### src/rtl/mem_access_unit.sv
`default_nettype none
// ============================================================================
// Module      : mem_access_unit
// Description : Load/store initiator for the word-indexed data memory.
//               Sub-word accesses (RMW stores, extended loads) are built only
//               when MAU_SUBWORD_EN is defined; otherwise only word accesses
//               are legal.
// Revision    : 1.0 - initial release
// ============================================================================
module mem_access_unit #(
  parameter int MEM_WORDS = 200
) (
  input  logic        clk,
  input  logic        rst_n,
  input  logic        req_valid,
  output logic        req_ready,
  input  logic        req_write,
  input  logic [1:0]  req_size,
  input  logic        req_signed,
  input  logic [31:0] req_addr,
  input  logic [31:0] req_wdata,
  output logic        resp_valid,
  output logic [31:0] resp_rdata,
  output logic        resp_err,
  output logic        MemRead,
  output logic        MemWrite,
  output logic [31:0] ALUOut,
  output logic [31:0] reg2data,
  input  logic [31:0] memout
);

  localparam logic [1:0] c_IDLE    = 2'd0;
  localparam logic [1:0] c_RD      = 2'd1;
  localparam logic [1:0] c_WR      = 2'd2;
  localparam logic [1:0] c_RESP    = 2'd3;
  localparam logic [1:0] c_SZ_WORD = 2'b10;

  logic [1:0]  r_state;
  logic [1:0]  w_next;
  logic [31:0] r_aluout;
  logic [31:0] r_reg2data;
  logic [31:0] r_rdata;
  logic        r_write;
  logic        r_err;
  logic [31:0] w_word_idx;
  logic [31:0] w_load_data;
  logic [31:0] w_merged;
  logic        w_size_err;
  logic        w_req_err;
  logic        w_accept;

  assign w_word_idx = {2'b00, req_addr[31:2]};
  assign w_accept   = req_valid && (r_state == c_IDLE);
  assign w_req_err  = w_size_err || (w_word_idx >= 32'(MEM_WORDS));

`ifdef MAU_SUBWORD_EN
  localparam logic [1:0] c_SZ_BYTE = 2'b00;
  localparam logic [1:0] c_SZ_HALF = 2'b01;

  logic [1:0]  r_addr_lo;
  logic [1:0]  r_size;
  logic        r_signed;
  logic [7:0]  w_byte;
  logic [15:0] w_half;

  assign w_size_err = (req_size == 2'b11) ||
                      ((req_size == c_SZ_HALF) && req_addr[0]) ||
                      ((req_size == c_SZ_WORD) && (req_addr[1:0] != 2'b00));

  always_ff @(posedge clk) begin
    if (!rst_n) begin
      r_addr_lo <= 2'b00;
      r_size    <= 2'b00;
      r_signed  <= 1'b0;
    end else if (w_accept) begin
      r_addr_lo <= req_addr[1:0];
      r_size    <= req_size;
      r_signed  <= req_signed;
    end
  end

  // Lane extraction for loads and lane replacement for RMW stores;
  // r_reg2data still holds the right-aligned store data during RD.
  always_comb begin
    w_byte      = memout[{r_addr_lo, 3'b000} +: 8];
    w_half      = r_addr_lo[1] ? memout[31:16] : memout[15:0];
    w_load_data = memout;
    w_merged    = memout;
    case (r_size)
      c_SZ_BYTE: begin
        w_load_data = {{24{r_signed & w_byte[7]}}, w_byte};
        w_merged[{r_addr_lo, 3'b000} +: 8] = r_reg2data[7:0];
      end
      c_SZ_HALF: begin
        w_load_data = {{16{r_signed & w_half[15]}}, w_half};
        w_merged[{r_addr_lo[1], 4'b0000} +: 16] = r_reg2data[15:0];
      end
      default: w_merged = r_reg2data;
    endcase
  end
`else
  logic w_unused;

  assign w_unused    = req_signed;
  assign w_size_err  = (req_size != c_SZ_WORD) || (req_addr[1:0] != 2'b00);
  assign w_load_data = memout;
  assign w_merged    = r_reg2data;
`endif

  always_ff @(posedge clk) begin
    if (!rst_n) r_state <= c_IDLE;
    else        r_state <= w_next;
  end

  always_comb begin
    w_next = r_state;
    case (r_state)
      c_IDLE: begin
        if (w_accept) begin
          if (w_req_err)                               w_next = c_RESP;
          else if (req_write && req_size == c_SZ_WORD) w_next = c_WR;
          else                                         w_next = c_RD;
        end
      end
      c_RD:    w_next = r_write ? c_WR : c_RESP;
      c_WR:    w_next = c_RESP;
      default: w_next = c_IDLE;
    endcase
  end

  always_ff @(posedge clk) begin
    if (!rst_n) begin
      r_aluout   <= '0;
      r_reg2data <= '0;
      r_rdata    <= '0;
      r_write    <= 1'b0;
      r_err      <= 1'b0;
    end else if (w_accept) begin
      r_aluout   <= w_word_idx;
      r_reg2data <= req_wdata;
      r_rdata    <= '0;
      r_write    <= req_write;
      r_err      <= w_req_err;
    end else if (r_state == c_RD) begin
      if (r_write) r_reg2data <= w_merged;
      else         r_rdata    <= w_load_data;
    end
  end

  // Every output, including the memory strobes, is forced low while in reset.
  always_comb begin
    req_ready  = 1'b0;
    resp_valid = 1'b0;
    resp_rdata = '0;
    resp_err   = 1'b0;
    MemRead    = 1'b0;
    MemWrite   = 1'b0;
    ALUOut     = '0;
    reg2data   = '0;
    if (rst_n) begin
      ALUOut   = r_aluout;
      reg2data = r_reg2data;
      case (r_state)
        c_IDLE: req_ready = 1'b1;
        c_RD:   MemRead   = 1'b1;
        c_WR:   MemWrite  = 1'b1;
        default: begin
          resp_valid = 1'b1;
          resp_rdata = r_rdata;
          resp_err   = r_err;
        end
      endcase
    end
  end

endmodule
`default_nettype wire

### config.mk
export PLATFORM = sky130hd
export DESIGN_NAME = mem_access_unit
export DESIGN_NICKNAME = d
export VERILOG_FILES = /design/src/rtl/mem_access_unit.sv
export SDC_FILE = /design/constraint.sdc
export NUM_CORES = 1
export LEC_CHECK = 0
export ABC_AREA = 0
export CAP_MARGIN = 20
export CELL_PAD_IN_SITES_DETAIL_PLACEMENT = 0
export CELL_PAD_IN_SITES_GLOBAL_PLACEMENT = 2
export CORE_ASPECT_RATIO = 0.75
export CORE_MARGIN = 10
export CORE_UTILIZATION = 25
export CTS_BUF_LIST = sky130_fd_sc_hd__clkbuf_8
export CTS_CLUSTER_SIZE = 16
export DETAILED_ROUTE_END_ITERATION = 12
export PLACE_DENSITY = 0.95
export SETUP_SLACK_MARGIN = 0.5
export SKIP_LAST_GASP = 1
export SYNTH_ARGS = -nofsm -noshare
export SYNTH_HDL_FRONTEND = slang
export SYNTH_SLANG_ARGS = --single-unit
### constraint.sdc
create_clock -name clk -period 3.4 [get_ports clk]
set_input_delay 0.68 -clock clk [delete_from_list [all_inputs] [get_ports clk]]
set_output_delay 0.68 -clock clk [all_outputs]
set_load 0.01 [all_outputs]
## Word-level counts from Yosys, hierarchy flattened

Cells that the tools add are included.

- Register bits after elaboration: 98
- Input bits: 103
- Output and inout port bits: 101
- Word-level logic and storage cells: 42

- Magnitude comparators: 1
- Equal/unequal tests: 5
- Mux-type cells: 19
- Bitwise logic cells: 2
- Reductions and logical operators: 9

Operators by type and width:

| cell | number |
|---|---|
| two-way mux 32 bit | 3 |
| greater-or-equal comparator 30 x 8 -> 1 bit, second input constant | 1 |
| two-way mux 30 bit | 1 |
| two-way mux 1 bit | 11 |
| two-way mux 2 bit | 3 |
| case mux 2 bit (3 select lines) | 1 |
| equality test 2 bit, second input constant | 2 |
| inequality test 2 bit, second input constant | 2 |
| OR reduction 3 bit | 1 |
| equality test 2 x 1 -> 1 bit, second input constant | 1 |
| logical AND 1 bit | 2 |
| logical NOT 2 bit | 1 |
| logical OR 1 bit | 2 |
| inverter 1 bit | 2 |
| AND reduction 2 bit | 1 |
| nonzero test 2 bit | 1 |
| OR reduction 2 bit | 1 |

## Logic depth before layout (Yosys ltp)

- Depth in word-level cells: 6
- Mapped depth: 7
- Gate-level depth less buffers: 6

## Worst setup path before layout

Ideal clock, no wire load.

- Path type: input to output
- From: input rst_n
- To: output resp_rdata[10]
- Arrival time: 1.259 ns
- Required time: 2.720 ns
- Slack: 1.461 ns
- Cell stages on the path: 3
- Path buffers: 2
- Path through: buf_2 clkbuf_1 and3_1

- Cells in the longest elaborated chain, start to end: 1

RTL lines:

| what | line | RTL |
|---|---|---|
| start, declared | 14 | `input logic rst_n,` |
| two-way mux 32 bit | 160 | `if (rst_n) begin` |
| end, declared | 23 | `output logic [31:0] resp_rdata,` |

Every way passes these cells.

## Final worst setup path

- From: input rst_n
- To: output resp_err

- Cells in the longest elaborated chain, start to end: 1

RTL lines:

| what | line | RTL |
|---|---|---|
| two-way mux 1 bit | 160 |  |
| end, declared | 24 | `output logic resp_err,` |

Every way passes these cells.

==> qor.yml <==
status:
  outcome: "complete, no violations"
power_and_ir_drop:
  comb_power_share: 0.370
  leakage_nw: 2.56
  power.share.switching: 0.363
  clkPwrFrac: 0.205
  powerDensity_nw_per_um2: 499
  p_int_mw: 2.16
  ir_worst_vdd_mv: 0.175
  p_seq_frac: 0.425
  switchingPower_mw: 1.23
cells_and_area:
  fin_area_um2: 6800
  fin_cells: 988
  area_delta_synth_final_pct: 51.5
  fill_cells: 1909
  fin_nets: 849
  layout-drive-gt1-share: 0.0402
  antenna_cells: 0
sta:
  setup_viol: 0
  fmax_mhz: 373
  skew_ns: 0.0100
  timing_hold_violations_final: 0
  grt_setup_unrepaired: "false"
  min_period_ns: 2.68
  setup_slack_ns: 0.719
  worst_pin_slew_ns: 0.529
  slew_viol_final: 0
  worst_hold_slack_ns: 0.450
  tns_ns: 0
  relSlewSlack: 0.648
  timing.final.crit_share: 0.789
synth:
  yosysWarnings: 0
  synthFlopType: "dfxtp_1"
  synth.area.top_cells: "dfxtp_1, nand2_1, a21boi_1"
  yosysTopAreaCell: "dfxtp_1"
  synth_compound_area_frac: 0.155
  synth-xor-area-share: 0
  avgSynthCellArea_um2: 7.88
  synthSimpleGateAreaFrac: 0.330
  synth-adder-area-share: 0.0139
  synth_seq_cells: 98
  netlist.area_leader.share: 0.437
  synthMuxAreaShare: 0.00223
  ys_seq_area_frac: 0.437
  synth_async_sr_flop_share: 0
  netlist_instances: 570
  synth_top_family_by_area: "simple AND/OR/NAND/NOR gates"
  synth_edf_count: 0
  synth_area_um2: 4490
  ys_types: 32
clocking:
  cts_setup_buffers: 0
  clk_latency_ns: 0.38
  clockBufferDepth: 2
  postCtsHoldBufs: 0
  clkSinkCount: 98
  cts_buffers: 9
  cts_tree: "yes"
  clk_pin_slew_worst_paths_ns: 0.09
  htreeDepth: 3
  clockRootBuffer: "clkbuf_8"
drt:
  ant_nets: 0
  wl_um: 14900
  drtIter0Drc: 173
  drt_first_pass_iters: 4
  drc: 0
  num_vias: 4191
  routedWlPerCell_um: 15.1
  viasPerCell: 4.24
place:
  place_congestion: 0.697
  dpl_worst_slack_ns: 0.766
  dpl_cell_area_um2: 6630
  dp_cells: 972
  dp_hpwl_um: 10500
  numPortBuffers: 200
global_routing:
  gr-total-overflow: 0
  grt_pass1_wl_um: 23100
  grt_pass1_vias: 4125
  grt_max_degree: 127
  grt_use_met2: 0.177
  antenna_found_initial: 0
  grt_usage: 0.121
  gr-max-usage-layer: "met2"
  use_met3: 0.0715
  grt.met1_usage: 0.152
min_path:
  min_path_type: "reg2reg"
critical_path:
  reg2reg_slack_ns: 1.57
  critPathKind: "in2out"
  crit_arrival_ns: 2.00
  reg2reg_depth: 6
  crit_path_start_kind: "input port"
  critPathMaxFanout: 126
  crit_end: "resp_err"
  end_kind: "output pin"
  r2r-end: "r_reg2data[14]$_SDFFE_PN0P_"
  reg2reg_from: "r_state[1]$_SDFFE_PN0P_"
  crit_start: "rst_n"
  worstPathRequired_ns: 2.72
floorplan:
  start_util: 0.254
  dieArea_um2: 23800
  dieHeight_um: 136
  io_pins: 204
  die_w_um: 175
  core_area_um2: 17700
  num_rows: 42
run:
  cap_violations: 0
## worst min-delay path by stage
stage	start	end	slack, ns	depth (start not counted)
5_1_grt	r_rdata[11]$_SDFFE_PP0P_	r_rdata[11]$_SDFFE_PP0P_	0.47	2
3_5_place_dp	r_aluout[14]$_SDFFE_PN0P_	r_aluout[14]$_SDFFE_PN0P_	0.44	2
2_1_floorplan	r_aluout[0]$_SDFFE_PN0P_	r_aluout[0]$_SDFFE_PN0P_	0.43	2
6_report	r_aluout[21]$_SDFFE_PN0P_	r_aluout[21]$_SDFFE_PN0P_	0.45	2
3_3_place_gp	r_reg2data[27]$_SDFFE_PN0P_	r_reg2data[27]$_SDFFE_PN0P_	0.44	2
4_1_cts	r_aluout[14]$_SDFFE_PN0P_	r_aluout[14]$_SDFFE_PN0P_	0.45	2
## worst max-delay path, stage by stage
cell,delay [ns]
buf_4,0.10
buf_12,0.30
and3_1,0.22
clkdlybuf4s50_1,0.58
## layout by cell type (no fill, tap or decap), types with 2 or more instances in the layout
cell type        instances
a21boi_1                61
a21boi_0                 2
nand2_1                191
dfxtp_1                 98
clkdlybuf4s50_1        199
and3_1                  33
conb_1                   2
a21oi_1                 35
clkinvlp_4               3
and2_1                  67
nor4_1                   5
ha_1                     5
clkbuf_8                 9
inv_1                    5
buf_12                   3
nand3_1                  2
nor2_1                   2
buf_4                    4
## layer usage
layer / up-vias / part of all wire
li1: 2171 / -
met1: 1879 / 0.48
met2: 134 / 0.41
met3: 7 / 0.11
met4: 0 / 0.0065
met5: - / 0
## power groups by stage
| stage | sequential, mW | clock (mW) | combinational, mW |
|---|---|---|---|
| 4_1_cts | 1.44 | 0.753 | 1.28 |
| 2_1_floorplan | 1.44 | 0 | 0.835 |
| 5_1_grt | 1.47 | 0.787 | 1.40 |
| 3_3_place_gp | 1.46 | 0 | 1.27 |
| 3_5_place_dp | 1.47 | 0 | 1.28 |
| 6_report | 1.44 | 0.697 | 1.26 |
## cell usage after synthesis (all sizes together), types with 2 or more instances
cell    number
nand2b       2
and2        68
a21boi      63
nor2b        2
clkbuf      19
a21oi       35
buf         29
dfxtp       98
nand2      192
o21ai        2
inv          3
nor4         6
nand3        2
nor2         3
and3        33
ha           5
## state kept, by name, indices dropped and copies added, names as in the netlist
name	cells
r_reg2data	32
r_err	1
r_rdata	32
r_aluout	30
r_state	2
r_write	1
## what timing repair did
item / in CTS / in global routing
endpoints found under the hold margin: 0 / 0
setup endpoints to repair: 0 / 4
gates resized for setup: 0 / 1
## stage by stage
step,power (mW),utilization
after floorplan,2.28,-
after global placement,2.73,0.375
after detailed placement,2.75,0.375
after CTS,3.48,0.385
after global routing,3.66,0.385
final,3.40,0.385
## logic make-up after synthesis
group / Yosys count
flops: 98
compound gates: 103
buf+inv: 51
simple gates: 311
mux: 1
fa+ha+maj: 5
other cells: 1
## final cells by class
type | count | area, um^2 | area share
Inverter | 3 | 11.3 | 0.00166
Multi-Input combinational cell | 422 | 2260 | 0.333
Timing Repair Buffer | 207 | 2090 | 0.308
Clock buffer | 9 | 124 | 0.0182
Clock inverter | 7 | 47.5 | 0.00699
Sequential cell | 98 | 1960 | 0.288
Tap cell | 242 | 303 | 0.0445
Note: power is estimated with default switching activity, not from simulation.
